<file path="config.mk">
export PLATFORM = sky130hd
export DESIGN_NAME = gvt_commit_unit
export DESIGN_NICKNAME = d
export VERILOG_FILES = /design/src/rtl/gvt_commit_unit.sv
export SDC_FILE = /design/constraint.sdc
export NUM_CORES = 1
export LEC_CHECK = 0
export CORE_AREA = 3 3 229 231
export DETAILED_ROUTE_END_ITERATION = 8
export DIE_AREA = 0 0 232 234
export PLACE_DENSITY_LB_ADDON = 0.05
export RECOVER_POWER = 50
export SETUP_SLACK_MARGIN = 0.4
export SYNTH_ARGS = -nofsm -noshare
export SYNTH_HDL_FRONTEND = slang
export SYNTH_SLANG_ARGS = --single-unit
</file>
<file path="constraint.sdc">
create_clock -name clk -period 14 [get_ports clk]
set_input_delay 2.8 -clock clk [delete_from_list [all_inputs] [get_ports clk]]
set_output_delay 2.8 -clock clk [all_outputs]
set_load 0.02 [all_outputs]
</file>
<file path="src/rtl/gvt_commit_unit.sv">
// gvt_commit_unit: buffers processed-event history records in push order and
// retires each one to the writeback path once its timestamp is strictly below
// GVT. It raises a sticky done flag once GVT reaches end_time with all history
// drained.
//
// Optional build macro GVT_COMMIT_STATS_EN adds the commit_cnt and stall_cnt
// saturating statistics outputs.
//
// state  | meaning
// IDLE   | output register empty (out_vld = 0), waiting for a committable head
// COMMIT | output register holds a record presented to writeback (out_vld = 1)
// DONE   | simulation complete; input closed, left only through rst_n
module gvt_commit_unit #(
   parameter int TIME_WID = 16,
   parameter int DATA_WID = 32,
   parameter int DEPTH    = 16
) (
   input  logic                      clk,
   input  logic                      rst_n,
   input  logic [TIME_WID-1:0]       gvt,
   input  logic [TIME_WID-1:0]       end_time,
   input  logic                      in_vld,
   output logic                      in_rdy,
   input  logic [TIME_WID-1:0]       in_time,
   input  logic [DATA_WID-1:0]       in_data,
   output logic                      out_vld,
   input  logic                      out_rdy,
   output logic [TIME_WID-1:0]       out_time,
   output logic [DATA_WID-1:0]       out_data,
   output logic [$clog2(DEPTH):0]    count,
   output logic                      done
`ifdef GVT_COMMIT_STATS_EN
   ,
   output logic [31:0]               commit_cnt,
   output logic [31:0]               stall_cnt
`endif
);

   localparam int AW = $clog2(DEPTH);
   localparam int CW = AW + 1;
   localparam logic [CW-1:0] DEPTH_C = CW'(DEPTH);

   typedef enum logic [1:0] {
      IDLE   = 2'd0,
      COMMIT = 2'd1,
      DONE   = 2'd2
   } state_t;

   state_t state, state_nxt;

   logic [TIME_WID-1:0] mem_time [DEPTH];
   logic [DATA_WID-1:0] mem_data [DEPTH];
   logic [AW-1:0]       head, tail;
   logic [TIME_WID-1:0] head_time;
   logic                push, load, hshk, reg_free;

   // Only the head entry is ever considered for retirement, which keeps
   // commits in strict push order.
   always_comb begin
      head_time = mem_time[head];
      push      = in_vld && in_rdy;
      hshk      = out_vld && out_rdy;
      reg_free  = !out_vld || out_rdy;
      load      = reg_free && (count != '0) && (head_time < gvt);
   end

   // State register; an async reset drops a pending out_vld immediately.
   always_ff @(posedge clk or negedge rst_n) begin
      if (!rst_n) state <= IDLE;
      else        state <= state_nxt;
   end

   // Next-state logic.
   always_comb begin
      state_nxt = state;
      case (state)
         IDLE: begin
            if (load)
               state_nxt = COMMIT;
            else if ((gvt >= end_time) && (count == '0) && !in_vld)
               state_nxt = DONE;
         end
         COMMIT: begin
            if (hshk && !load) state_nxt = IDLE;
         end
         DONE:    state_nxt = DONE;
         default: state_nxt = IDLE;
      endcase
   end

   // State-decoded outputs; no bypass, so a full buffer refuses input even
   // when a load frees an entry in the same cycle.
   always_comb begin
      out_vld = (state == COMMIT);
      done    = (state == DONE);
      in_rdy  = (count < DEPTH_C) && (state != DONE);
   end

   // History storage; contents need no reset because the pointers define validity.
   always_ff @(posedge clk) begin
      if (push) begin
         mem_time[tail] <= in_time;
         mem_data[tail] <= in_data;
      end
   end

   // Pointers and occupancy; a simultaneous push and load leaves count unchanged.
   always_ff @(posedge clk or negedge rst_n) begin
      if (!rst_n) begin
         head  <= '0;
         tail  <= '0;
         count <= '0;
      end else begin
         if (push) tail <= tail + AW'(1);
         if (load) head <= head + AW'(1);
         case ({push, load})
            2'b10:   count <= count + CW'(1);
            2'b01:   count <= count - CW'(1);
            default: count <= count;
         endcase
      end
   end

   // Output register: captured only on load, so gvt changes cannot disturb
   // a record that is still being presented.
   always_ff @(posedge clk or negedge rst_n) begin
      if (!rst_n) begin
         out_time <= '0;
         out_data <= '0;
      end else if (load) begin
         out_time <= head_time;
         out_data <= mem_data[head];
      end
   end

`ifdef GVT_COMMIT_STATS_EN
   logic stall;

   // A stall is a cycle where the output could accept a record but the
   // head is not yet below GVT.
   always_comb begin
      stall = reg_free && (count != '0) && !(head_time < gvt);
   end

   // Saturating statistics counters.
   always_ff @(posedge clk or negedge rst_n) begin
      if (!rst_n) begin
         commit_cnt <= '0;
         stall_cnt  <= '0;
      end else begin
         if (hshk && (commit_cnt != '1)) commit_cnt <= commit_cnt + 32'd1;
         if (stall && (stall_cnt != '1)) stall_cnt <= stall_cnt + 32'd1;
      end
   end
`endif

endmodule

</file>
==> metrics.yaml, run 1 <==
drv_slew: 56
tritoncts: "built"
die_y_um: 234
setup_viol: 0
ys_ff_latch: 831
synth_cell_types: 43
fp.dieArea_um2: 54300
max_slew_margin: -1.52
ant_nets: 0
synth_top_area_frac: 0.706
required_ps: 13300
avgViaCountPerCell: 6.42
grtUsageTotal: 0.263
fin_crit_sh: 0.489
cts_root_buf: "clkbuf_16"
first_global_vias: 15800
portBuffers: 139
drc: 0
syn_nets: 1613
hold_violations: 0
crit_chain: "clkbuf_1 > clkbuf_1"
crit_top_cell: "clkbuf_1"
dr.pass1.iters: 5
core_um2: 50300
setup-tns-final_ps: 0
initial_core_util: 0.650
io_pins: 140
peakVddDrop_mv: 0.155
fin_crit_ps: 6850
worstSetupStartpointType: "primary input"
yosysMostFrequentCell: "edfxtp_1"
grt_setup_unrepaired: "false"
holdBufCountCts: 0
synthFlopType: "edfxtp_1"
status: "finished, violations left"
drive_gt1_frac: 0.235
cts_setup_buffers: 0
cp.arrival_ps: 6150
dp_hpwl_um: 35800
avgRoutedWirePerCell_um: 28.6
cts_buffers: 80
syn_avg_cell_area_um2: 22.0
seq_area_um2: 24600
grt_max_degree: 104
grt_pass1_wl_um: 103000
syn_to_final_growth_pct: 14.2
cts.sinks: 831
yosys-top-cells-count: "edfxtp_1, mux4_2, dfrtp_1"
totalWireLength_um: 68900
async_flop_share: 0.0758
num_rows: 82
path_depth: 2
synthCells: 1488
fin_util: 0.743
fin_skew_ps: 20.8
yosys-top-cells-area: "edfxtp_1, mux4_2, dfrtp_1"
hold_class: "reg2reg"
p_leak_nw: 12.6
placed_area_um2: 34800
fmax_ghz: 0.146
path_delay_family: "buffers and inverters"
grt_antenna_before_repair: 6
drv_cap: 1
ys_seq_area_frac: 0.754
vias: 15400
cpPeakStageDelay_ps: 2700
syn-cell-area_um2: 32700
reg2regPathDepth: 19
gp_congestion: 0.797
clk_path_buf_depth: 3
power_density_nw_per_um2: 208
clk_latency_ps: 610
crit_path_top_delay_cell: "clkbuf_1"
fin_area_um2: 37300
yosys_warnings: 0
h-tree-depth: 3
dieWidth_um: 232
multiInputGateArea_um2: 7530
worstMarginPinSlew_ps: 3780
cts.reportedPaths.clkPinSlew_ps: 60
path_buf_inv: 2
holdPathStages: 1
drt_iter0_drc: 1706
globalRoute.totalOverflow: 0
cts_resized: 0
fillerInstances: 2828
num-nets-final: 1792
synth_top_area_cell: "edfxtp_1"
crit_type: "in2async"
critPathMaxFanout: 55
synth_edf_count: 768
worstSetupEndpointType: "asynchronous set/reset pin"
violations: "capacitance limit, slew limit"
-- kinds of logic after synthesis --
kind of cell / count (synthesis) / share of synthesized area
AOI/OAI and AO/OA: 101 / 0.0214
buffers and inverters: 114 / 0.0170
muxes: 303 / 0.175
and+or+nand+nor: 87 / 0.0141
adders and majority gates: 41 / 0.0159
xor gates and xnor gates: 11 / 0.00295
DFF: 831 / 0.754
-- layer usage --
metal | part of all wire | GRT usage | vias up
li1 | - | - | 6557
met5 | 0.00049 | 0 | -
met1 | 0.41 | 0.388 | 8104
met4 | 0.020 | 0.0749 | 6
met3 | 0.080 | 0.0462 | 118
met2 | 0.49 | 0.417 | 658
-- area by class of cell --
cell class | instances | share of cell area
flip-flops and latches | 831 | 0.660
multi-input cells | 543 | 0.202
clock buffers | 109 | 0.0604
repair buffers | 169 | 0.0434
well taps | 672 | 0.0225
clock inverters | 39 | 0.00737
inverters | 42 | 0.00426
diodes | 2 | 0.000134
-- flip-flops by register name (all words and copies together) (netlist names) --
register and flops:
mem_data 512, count 5, tail 4, mem_time 256, head 4, out_time 16
out_data 32, state 2
-- path summary, 6_finish.rpt --
path,start,to,slack [ps]
min in group asynchronous,rst_n,out_time[9]$_DFFE_PN0P_,2260
max in group clk,gvt[10],count[4]$_DFFE_PN0P_,7870
worst max register to register,head[1]$_DFFE_PN0P_,count[4]$_DFFE_PN0P_,8020
worst max-delay path,rst_n,head[0]$_DFFE_PN0P_,7150
worst min register to register,state[1]$_DFFE_PN0P_,state[0]$_DFFE_PN0P_,490
worst min-delay path,state[1]$_DFFE_PN0P_,state[0]$_DFFE_PN0P_,490
-- layout by cell type (no fill, tap or decap), types with 3 or more instances in the layout --
cell	instances
xnor2_1	6
mux4_2	194
and2_2	8
bufinv_16	3
clkbuf_16	84
nand4_1	4
mux2i_1	60
ha_1	40
clkinv_2	15
a22oi_1	15
clkinv_1	16
nor3_1	7
a21o_1	8
o21ai_0	28
dlygate4sd3_1	50
a21oi_1	11
clkinvlp_4	4
clkbuf_1	21
dfrtp_1	60
clkbuf_8	6
nand2_1	28
a221oi_1	30
buf_4	28
nand3_1	4
and2_0	3
xor2_1	5
mux2_4	49
clkdlybuf4s50_1	88
inv_1	41
nor2_1	15
edfxtp_1	768
-- through the flow --
| stage | total power, W | cells | hold WS [ps] | setup WS, ps |
|---|---|---|---|---|
| floorplan | 0.00504 | 1488 | 436 | 5600 |
| global placement | 0.00569 | 2257 | 475 | 7230 |
| detailed placement | 0.00574 | 2257 | 496 | 7200 |
| CTS | 0.00781 | 2405 | 501 | 7820 |
| global route | 0.00809 | 2405 | 535 | 6370 |
| finish | 0.00775 | 2407 | 494 | 7150 |
-- power breakdown --
group          leakage (nW)  switching [W]  internal (W)
registers              7.65       0.000175       0.00297
clock network          1.23       0.000886       0.00119
logic                  3.67        0.00125       0.00128
total                  12.6        0.00231       0.00543
(Power assumes the default switching activity.)
==> run 2, diff against run 1 <==
Settings changed: CORE_AREA 3 3 229 231 to 3 3 250 252, DIE_AREA 0 0 232 234 to 0 0 253 255.
Clock period 14 ns to 5.8 ns, I/O delays scaled along.
==> metrics.yaml, run 2 (synthesis gave the netlist of run 1 again) <==
hold_class: "reg2reg"
pre_cts_slack_ps: 636  # -6570 ps
largest_register: "mem_data"
hold_end: "state[0]$_DFFE_PN0P_"
switching_share: 0.294  # -0.00464
grt_setup_unrepaired: "false"
placed_cells: 2386  # +5.7%
violations: "capacitance limit, slew limit"
fin_crit_ps: 4830
intPower_w: 0.0136  # +150%
crit_type: "reg2reg"
max_slew_margin: -0.837  # +0.684
grt_antenna_before_repair: 8  # +2
cts.sinks: 831  # unchanged
crit_path_top_delay_cell: "dfrtp_4"
setup-tns-final_ps: 0  # unchanged
num_rows: 90  # +9.8%
power_density_nw_per_um2: 506  # +140%
dr.pass1.iters: 5  # unchanged
drc: 0  # unchanged
worstSetupEndpointType: "flop"
cts.reportedPaths.clkPinSlew_ps: 60  # about the same
fin_skew_ps: 19.0  # -1.85 ps
first_global_vias: 16000  # +0.90%
globalRoute.totalOverflow: 0  # unchanged
io_pins: 140  # unchanged
final.setup.worst_slack_ps: 968  # -6180 ps
pwr-share-seq: 0.388  # -0.018
avgRoutedWirePerCell_um: 27.9  # -2.5%
cp-startpoint: "head[0]$_DFFE_PN0P_"
tritoncts: "built"
cp.arrival_ps: 5370  # -780 ps
vias: 15400  # -0.28%
crit_chain: "buf_4 > mux2i_1 > a221oi_1 > o21ai_0 > nand2_1 > ha_1 > a21oi_1 > o21ai_0 > a2111oi_1 > o21ai_2 > nor2_8 > ha_1 > inv_1 > fa_1 > inv_1 > a21o_1 > a21oi_1 > xnor2_1 > nor2_1 > xor2_1"
cpPeakStageDelay_ps: 650  # -2050 ps
gp_congestion: 0.757  # -5.0%
fin_util: 0.631  # -0.111
combPwrFrac: 0.329  # +0.003
drv_slew: 40  # -29%
finalNonFillerCells: 2546  # +5.8%
reg.largest.list: "mem_data: 512 flops, mem_time: 256 flops, out_data: 32 flops"
critPathMaxFanout: 16  # -71%
holdPathStages: 1  # unchanged
fin_crit_sh: 0.833
hold_violations: 0  # unchanged
final_cell_mix: "edfxtp_1, mux4_2, clkbuf_16"
clk_latency_ps: 620  # about the same
clockPowerShare: 0.283  # +0.016
path_buf_inv: 3  # +1
p_sw_w: 0.00567  # +150%
peakVddDrop_mv: 0.246  # +59%
clk_path_buf_depth: 3  # unchanged
grtUsageTotal: 0.227  # -0.0361
status: "finished, violations left"
dieWidth_um: 253  # +9.1%
core_um2: 60400  # +20%
p_leak_nw: 12.9  # +2.3%
syn_to_final_growth_pct: 16.6
dp_hpwl_um: 38400  # +7.0%
ant_nets: 0  # unchanged
rr_endpoint: "count[4]$_DFFE_PN0P_"
worstMarginPinSlew_ps: 2760  # -1030 ps
reg2reg_slack_ps: 970  # -7050 ps
drt_iter0_drc: 1294  # -24%
holdBufCountCts: 0  # unchanged
worstSetupStartpointType: "flop"
fp.dieArea_um2: 64500  # +19%
cts_root_buf: "clkbuf_16"
grt_pass1_wl_um: 105000  # +2.8%
min_from: "state[1]$_DFFE_PN0P_"
portBuffers: 139  # unchanged
mostFrequentLayoutCell: "edfxtp_1"
path_delay_family: "compound AO/OA/AOI/OAI gates"
totalWireLength_um: 71100  # +3.2%
rr_startpoint: "head[0]$_DFFE_PN0P_"
drv_cap: 1  # unchanged
num-nets-final: 1815  # +1.3%
reg2regPathDepth: 20  # +1
whs_ps: 494  # -0.124 ps
required_ps: 6330  # -6970 ps
avgViaCountPerCell: 6.05  # -5.7%
initial_core_util: 0.541  # -0.109
h-tree-depth: 3  # unchanged
largest_register_ffs: 512  # unchanged
setup_viol: 0  # unchanged
fmax_ghz: 0.207
cts_buffers: 83  # +3.8%
drive_gt1_frac: 0.253  # +0.0178
die_y_um: 255  # +9.0%
grt_max_degree: 64  # -38%
-- run 2: cell count changes in the layout (fill, tap and decap cells not counted), sizes merged, moves of 2 or more --
cell	previous run	this run
bufinv	3	10
clkbuf	111	116
clkinv	32	26
clkdlybuf4s50	88	72
dlygate4sd3	50	66
inv	42	44
buf	29	49
-- run 2: how the worst max path moves through the flow --
stage,slack [ps],end,cells after the start
floorplan,-960,mem_data[3][0]$_DFFE_PP_,4
global placement,660,count[4]$_DFFE_PN0P_,19
detailed placement,640,count[4]$_DFFE_PN0P_,19
CTS,610,count[4]$_DFFE_PN0P_,19
global route,400,count[4]$_DFFE_PN0P_,20
finish,970,count[4]$_DFFE_PN0P_,20
-- run 2: worst register-to-register path: cells and delay by family (launching register included) --
kind	cells	cell delay, ps
simple gates	3	560
xor+xnor	2	280
compound gates	8	1650
mux	1	130
fa+ha+maj	3	940
buf+inv	3	540
flops	1	650
-- run 2: repair_timing --
item	CTS	global route
setup endpoints to repair	0	1
buffers inserted	0	1
resized for setup	0	3
-- run 2: cell type report --
| type | instances | area (um2) |
|---|---|---|
| antenna | 3 | 7.51 |
| clock buffer | 114 | 2340 |
| clock inverter | 42 | 498 |
| fill | 4106 | 22300 |
| inverter | 42 | 159 |
| multi-input combinational | 543 | 7520 |
| sequential | 831 | 24600 |
| tap | 782 | 978 |
| timing repair buffer | 189 | 1950 |
-- run 2: metrics by stage --
stage | power, W | area [um2]
finish | 0.0193 | 38100
global route | 0.0202 | 38100
CTS | 0.0195 | 38100
detailed placement | 0.0140 | 35200
global placement | 0.0139 | 35200
floorplan | 0.0122 | 32700
-- run 2: power groups by stage --
stage | clock network [W] | logic [W] | registers, W
6_report | 0.00546 | 0.00634 | 0.00749
5_1_grt | 0.00583 | 0.00681 | 0.00754
4_1_cts | 0.00558 | 0.00640 | 0.00752
3_5_place_dp | 0 | 0.00638 | 0.00764
3_3_place_gp | 0 | 0.00632 | 0.00762
2_1_floorplan | 0 | 0.00446 | 0.00770
-- run 2: layer usage --
| metal | track usage | wire, um | vias up |
|---|---|---|---|
| met2 | 0.371 | 34900 | 560 |
| li1 | - | - | 6611 |
| met4 | 0.0608 | 1250 | 6 |
| met5 | 0 | 38 | - |
| met1 | 0.322 | 30000 | 8125 |
| met3 | 0.0406 | 4900 | 98 |
